## src/rtl/idex_operand_stage.sv

```systemverilog
// ID/EX pipeline register with EX/MEM and WB operand forwarding, load-use bubble
// insertion, downstream freeze and branch flush. Drives the ALU operand interface.
module idex_operand_stage #(
    parameter int XLEN  = 32,
    parameter int CNT_W = 16
) (
    input  logic              clk,
    input  logic              rst,
    input  logic              id_valid,
    input  logic [XLEN-1:0]   id_pc,
    input  logic [4:0]        id_rs1,
    input  logic [4:0]        id_rs2,
    input  logic [4:0]        id_rd,
    input  logic [XLEN-1:0]   id_rs1_val,
    input  logic [XLEN-1:0]   id_rs2_val,
    input  logic [XLEN-1:0]   id_imm,
    input  logic              id_a_pc,
    input  logic              id_b_imm,
    input  logic [3:0]        id_alu_ctrl,
    input  logic              id_reg_write,
    input  logic              id_mem_read,
    input  logic              id_mem_write,
    input  logic [4:0]        exmem_rd,
    input  logic              exmem_reg_write,
    input  logic              exmem_mem_read,
    input  logic [XLEN-1:0]   exmem_result,
    input  logic [4:0]        wb_rd,
    input  logic              wb_reg_write,
    input  logic [XLEN-1:0]   wb_data,
    input  logic              flush,
    input  logic              mem_stall,
    output logic              id_stall,
    output logic              ex_valid,
    output logic [XLEN-1:0]   ex_a_val,
    output logic [XLEN-1:0]   ex_b_val,
    output logic [3:0]        ex_alu_ctrl,
    output logic [XLEN-1:0]   ex_store_data,
    output logic [4:0]        ex_rd,
    output logic              ex_reg_write,
    output logic              ex_mem_read,
    output logic              ex_mem_write,
    output logic [CNT_W-1:0]  bubble_cnt
);

    localparam logic [3:0] ALU_ADD = 4'b0000;

    logic              r_valid;
    logic [XLEN-1:0]   r_pc;
    logic [4:0]        r_rs1;
    logic [4:0]        r_rs2;
    logic [4:0]        r_rd;
    logic [XLEN-1:0]   r_rs1_val;
    logic [XLEN-1:0]   r_rs2_val;
    logic [XLEN-1:0]   r_imm;
    logic              r_a_pc;
    logic              r_b_imm;
    logic [3:0]        r_alu_ctrl;
    logic              r_reg_write;
    logic              r_mem_read;
    logic              r_mem_write;
    logic [CNT_W-1:0]  r_bubble_cnt;

    logic [XLEN-1:0]   w_fwd_rs1;
    logic [XLEN-1:0]   w_fwd_rs2;
    logic              w_load_use;
    logic              w_to_bubble;
    logic              w_capture;

    function automatic logic [CNT_W-1:0] sat_inc(input logic [CNT_W-1:0] c);
        return (c == {CNT_W{1'b1}}) ? c : c + CNT_W'(1);
    endfunction

    // A load in EX/MEM has no data yet, so only non-load results are forwarded from there.
    function automatic logic [XLEN-1:0] fwd_sel(
        input logic [4:0]      rs,
        input logic [XLEN-1:0] captured,
        input logic [4:0]      em_rd,
        input logic            em_rw,
        input logic            em_mr,
        input logic [XLEN-1:0] em_res,
        input logic [4:0]      w_rd,
        input logic            w_rw,
        input logic [XLEN-1:0] w_dat
    );
        if (rs == 5'd0)
            return '0;
        else if (em_rw && !em_mr && em_rd == rs)
            return em_res;
        else if (w_rw && w_rd == rs)
            return w_dat;
        else
            return captured;
    endfunction

    always_comb begin
        w_fwd_rs1 = fwd_sel(r_rs1, r_rs1_val, exmem_rd, exmem_reg_write, exmem_mem_read,
                            exmem_result, wb_rd, wb_reg_write, wb_data);
        w_fwd_rs2 = fwd_sel(r_rs2, r_rs2_val, exmem_rd, exmem_reg_write, exmem_mem_read,
                            exmem_result, wb_rd, wb_reg_write, wb_data);
    end

    assign w_load_use  = r_valid && r_mem_read && (r_rd != 5'd0) && id_valid &&
                         ((id_rs1 == r_rd) || (id_rs2 == r_rd));
    assign w_to_bubble = flush || (!mem_stall && (w_load_use || !id_valid));
    assign w_capture   = !flush && !mem_stall && !w_load_use && id_valid;
    assign id_stall    = !rst && !flush && (mem_stall || w_load_use);

    // ID -> EX register boundary
    always_ff @(posedge clk) begin
        if (rst || w_to_bubble) begin
            r_valid     <= 1'b0;
            r_pc        <= '0;
            r_rs1       <= '0;
            r_rs2       <= '0;
            r_rd        <= '0;
            r_rs1_val   <= '0;
            r_rs2_val   <= '0;
            r_imm       <= '0;
            r_a_pc      <= 1'b0;
            r_b_imm     <= 1'b0;
            r_alu_ctrl  <= ALU_ADD;
            r_reg_write <= 1'b0;
            r_mem_read  <= 1'b0;
            r_mem_write <= 1'b0;
        end else if (w_capture) begin
            r_valid     <= 1'b1;
            r_pc        <= id_pc;
            r_rs1       <= id_rs1;
            r_rs2       <= id_rs2;
            r_rd        <= id_rd;
            r_rs1_val   <= id_rs1_val;
            r_rs2_val   <= id_rs2_val;
            r_imm       <= id_imm;
            r_a_pc      <= id_a_pc;
            r_b_imm     <= id_b_imm;
            r_alu_ctrl  <= id_alu_ctrl;
            r_reg_write <= id_reg_write;
            r_mem_read  <= id_mem_read;
            r_mem_write <= id_mem_write;
        end else if (mem_stall) begin
            // Refresh operands while frozen so a value forwarded from WB outlives its retirement.
            r_rs1_val   <= w_fwd_rs1;
            r_rs2_val   <= w_fwd_rs2;
        end
    end

    always_ff @(posedge clk) begin
        if (rst)
            r_bubble_cnt <= '0;
        else if (!flush && !mem_stall && w_load_use)
            r_bubble_cnt <= sat_inc(r_bubble_cnt);
    end

    assign ex_valid      = r_valid;
    assign ex_a_val      = r_a_pc  ? r_pc  : w_fwd_rs1;
    assign ex_b_val      = r_b_imm ? r_imm : w_fwd_rs2;
    assign ex_store_data = w_fwd_rs2;
    assign ex_alu_ctrl   = r_alu_ctrl;
    assign ex_rd         = r_rd;
    assign ex_reg_write  = r_reg_write;
    assign ex_mem_read   = r_mem_read;
    assign ex_mem_write  = r_mem_write;
    assign bubble_cnt    = r_bubble_cnt;

endmodule

```

## config.mk

```make
export PLATFORM = sky130hd
export DESIGN_NAME = idex_operand_stage
export DESIGN_NICKNAME = d
export VERILOG_FILES = /design/src/rtl/idex_operand_stage.sv
export SDC_FILE = /design/constraint.sdc
export NUM_CORES = 1
export LEC_CHECK = 0
export CAP_MARGIN = 15
export CORE_MARGIN = 10
export CORE_UTILIZATION = 23
export DETAILED_ROUTE_END_ITERATION = 16
export GPL_TIMING_DRIVEN = 0
export SLEW_MARGIN = 5
export SYNTH_ARGS = -nofsm -noshare
export SYNTH_HDL_FRONTEND = slang
export SYNTH_SLANG_ARGS = --single-unit
```

## constraint.sdc

```tcl
create_clock -name clk -period 2.5 [get_ports clk]
set_clock_uncertainty 0.15 [all_clocks]
set_input_delay 0.5 -clock clk [delete_from_list [all_inputs] [get_ports clk]]
set_output_delay 0.5 -clock clk [all_outputs]
set_load 0.1 [all_outputs]
```

After elaboration in Yosys (flattened, before gate mapping)
Cells that the tools add are included.
{ "totals": {"ff_bits": 169, "input_bits": 234, "out_inout_bits": 126} }
{ "classes": {"add_sub_neg": 1, "eq_ne": 7, "muxes": 12, "bitwise": 1, "reduce_logical": 32} }
{ "op_table": {"columns": ["cell", "count"], "rows": [
  ["$mux 32", 12],
  ["$eq 5x5->1", 6],
  ["$add 16x1->16 const B", 1],
  ["$eq 16x16->1 const B", 1],
  ["$logic_and 1x1->1", 16],
  ["$logic_not 5->1", 2],
  ["$logic_not 1->1", 6],
  ["$logic_or 1x1->1", 5],
  ["$reduce_bool 5->1", 1],
  ["$reduce_and 2->1", 1],
  ["$reduce_bool 2->1", 1],
  ["$not 1->1", 1]
]} }

Depth between registers and ports, before layout
{ "logic_depth": {"depth_word": 8, "mapped_depth": 9, "ltp_nobuf": 7} }

Worst setup path after synthesis
Ideal clock, no wire load.
{ "synth_path": {"kind": "in2out", "start": "input wb_reg_write", "end": "output ex_b_val[30]", "t_arrival_ps": 4835, "required_time_ps": 1850, "slack_ps": -2985, "stages": 8, "path_cell_list": "buf_1 > o2111a_1 > and3_1 > clkbuf_1 > buf_2 > nand2_1 > and3_1 > o41ai_1"} }
{ "synth_between": {"elab_chain_cells": 5} }
{ "synth_lines": {"columns": ["item", "line", "text"], "rows": [
  ["from (decl)", "28", "input logic wb_reg_write,"],
  ["$logic_and 1x1->1", "89", "else if (w_rw && w_rd == rs)"],
  ["$mux 32", "89", null],
  ["$mux 32", "87", "else if (em_rw && !em_mr && em_rd == rs)"],
  ["$mux 32", "85", "if (rs == 5'd0)"],
  ["$mux 32", "156", "assign ex_b_val = r_b_imm ? r_imm : w_fwd_rs2;"],
  ["to (decl)", "35", "output logic [XLEN-1:0] ex_b_val,"]
]} }
No other way between the ends.

Final worst setup path
{ "layout_path": {"start": "register r_rs2[0]", "end": "output ex_b_val[29]"} }
{ "layout_between": {"elab_chain_cells": 6, "word_cells_on_any_way": 9} }
{ "layout_lines": {"columns": ["item", "line", "text"], "rows": [
  ["from (decl)", "50", "logic [4:0] r_rs2;"],
  ["from (signal assigned)", "129", "r_rs2 <= id_rs2;"],
  ["$eq 5x5->1", "89", null],
  ["$logic_and 1x1->1", "89", null],
  ["$mux 32", "89", null],
  ["$mux 32", "87", null],
  ["$mux 32 (*)", "85", null],
  ["$mux 32 (*)", "156", null]
]} }
Mark *: on every way between the ends. The rest lies on a longest branch, timed or not.

==> run metrics <==
status=finished, violations left; violated checks=setup timing; via count=11540; PnR worst setup slack=-0.8215 ns; drt pass-1 iters=5; Pwr Density=361.9 nW/um2; Synth cell types=46; yosys synthesis warning count=0; Core Region=38650 um2; Synthesized Nets=1479; Critical Path AT=2.67 ns; input/output buffers=357; CTS tree=done; global-route wire length before repair=77.19 mm; prevailing post-synth register cell=dfxtp_1; vias per inst=5.178; CTS Root Cell=clkbuf_16; reg-to-reg endpoint=bubble_cnt[15]$_SDFFE_PP0P_; commonest non-fill, non-tap cells in the layout=283 x nand2_1, 211 x clkdlybuf4s50_1, 140 x dfxtp_1, 122 x a21oi_1, 74 x buf_12; Die Wd=217.5 um; cts hold-fix bufs=0; crit share post-route=132.9%; worst skew pair latency=0.45 ns; HP Start=id_rs2[4]; commonest non-fill, non-tap cell in the layout=nand2_1; Layout area overhead=108.0%; Die ar.=47320 um2; cts bufs inserted=17; Final ANT Viol Nets=0; synthesized area per cell=7.215 um2; largest net degree at the start of global routing=20; # nets final=1928; final non-filler cell total=2228; Setup Viol. Count Final=97; CTS max path bufs=2; crit-path max FO=5; io pins=360; Fmax=301.1 MHz; Req. time, crit path=1.85 ns; Worst setup SP type=register; Max-Cap Viols=0; RSZ-0062 raised after global routing=yes; H-tree depth=4; peak supply drop=0.0005132 V; Power, Total=6.758 mW; Remaining Overflow, GRT=0; share of post-route cells with drive strength above 1=38.45%; post-synthesis sequential area ratio=37.70%; hold endpoint=r_rs2[4]$_SDFFE_PP0P_; final hold vios=0; leakage dissipation=6.460 nW; r2r setup slk=0.07 ns; EDFF count, synth=0; final instance area=18670 um2; Post-DP HPWL=41.07 mm; vias in the first global route=11890; Core Util, Final=48.31%; Rel. slew slack=33.29%; asr flop ratio synth=0%; Starting Density=23.22%; Worst Setup Path Type=register to output pin; DRC=0; FF+latch count, synth=169; worst hold path type=input pin to register; CP endpoint kind=output pin; Syn Inst Count=1244; Reg clk slew, reported paths=0.08 ns; Post-Route WL=52.65 mm; cell count after placement=2119; Mapped Area=8975 um2; Final Max Tran Viols=0; worst-margin pin slew=1.005 ns; Hold Path Depth=3; Routed WL per cell=23.63 um; initial DRC count=798; initial antenna violation count=15; R2R cell count=10; Fin Hold WS=0.3016 ns; Site Rows=72; reg2reg start=ex_rd[2]$_SDFFE_PP0P_; routability cong.=0.8488; Filler cells=3587; Clock Sinks=169; Tmin final=3.321 ns; GR Util All Layers=21.53%; Die Y=217.5 um; Post-Place Cell Area=14990 um2
worst max-delay path by stage:
stage,start,endpoint
2_1_floorplan,exmem_rd[1],ex_b_val[20]
5_1_grt,r_rs2[0]$_SDFFE_PP0P_,ex_b_val[7]
6_report,r_rs2[0]$_SDFFE_PP0P_,ex_b_val[29]
3_3_place_gp,exmem_rd[2],ex_b_val[30]
4_1_cts,r_rs2[3]$_SDFFE_PP0P_,ex_b_val[20]
3_5_place_dp,exmem_rd[2],ex_b_val[30]
stage by stage:
step / setup TNS, ns / setup WS [ns]
CTS: -59.78 / -0.8599
detailed placement: -409.98 / -2.234
finish: -59.09 / -0.8215
global placement: -397.36 / -2.186
floorplan: -38.13 / -0.7894
global route: -69.69 / -0.9415
metal layers:
metal | vias up | routed length, um | track usage (%)
li1 | 5397 | - | -
met1 | 5630 | 21430 | 25.89
met2 | 409 | 25630 | 36.50
met3 | 76 | 4233 | 6.283
met4 | 24 | 1182 | 6.082
met5 | - | 178 | 0
critical path, stage by stage, from the launching register on:
cell and delay (ns):
dfxtp_4 0.37, inv_2 0.03, a222oi_1 0.41, and3_4 0.37, buf_12 0.16, nand2_4 0.05
and3_4 0.19, o41ai_4 0.35, buf_6 0.28
final cells by class:
class / count / area [um2] / area share [%]
antenna: 4 / 10.01 / 0.05361
buffer: 109 / 888.4 / 4.758
clock buffer: 18 / 439.2 / 2.352
clock inverter: 14 / 171.4 / 0.9180
inverter: 7 / 26.28 / 0.1407
multi-input combinational: 954 / 7989 / 42.79
sequential: 169 / 3462 / 18.54
tap: 518 / 648.1 / 3.471
timing repair buffer: 435 / 5037 / 26.98
cells in the mapped netlist (all sizes together) (14+ instances only):
library cell | n | area [um2]
a21oi | 125 | 625.6
a22o | 30 | 262.8
a22oi | 30 | 225.2
a311o | 30 | 300.3
a31oi | 30 | 187.7
and3 | 34 | 212.7
buf | 14 | 65.06
clkbuf | 101 | 380.4
dfxtp | 169 | 3383
nand2 | 311 | 1167
nand3 | 17 | 85.08
nand4 | 37 | 231.5
nor2 | 86 | 322.8
nor3 | 66 | 330.3
o21ai | 43 | 215.2
o41ai | 32 | 280.3
xnor2 | 28 | 245.2
sequential cells by signal, indices dropped and copies added (netlist names), 4 cells and up:
name         count
r_rs1_val       32
ex_rd            5
bubble_cnt      16
ex_alu_ctrl      4
r_rs2            5
r_rs2_val       32
r_rs1            5
r_pc            32
r_imm           32
report_power, final:
part	total, mW	switching, mW	internal [mW]
logic	1.21	0.647	0.565
clock network	2.83	1.37	1.47
registers	2.71	0.0164	2.70
kinds of logic after synthesis:
family | share of synthesized area, %
AND/OR/NAND/NOR | 28.22
AO/OA/AOI/OAI | 25.04
flip-flops | 37.70
buffers and inverters | 5.256
XOR/XNOR | 3.318
adder cells (fa/ha/maj) | 0.1394
multiplexers | 0.3346
what timing repair did:
action,CTS,global route
pin swaps,51,69
gates resized for setup,1194,158
setup endpoints to repair,284,250
cloned,12,1
setup buffers,39,27
endpoints found under the hold margin,0,0
Power figures use the tool's default switching activity.
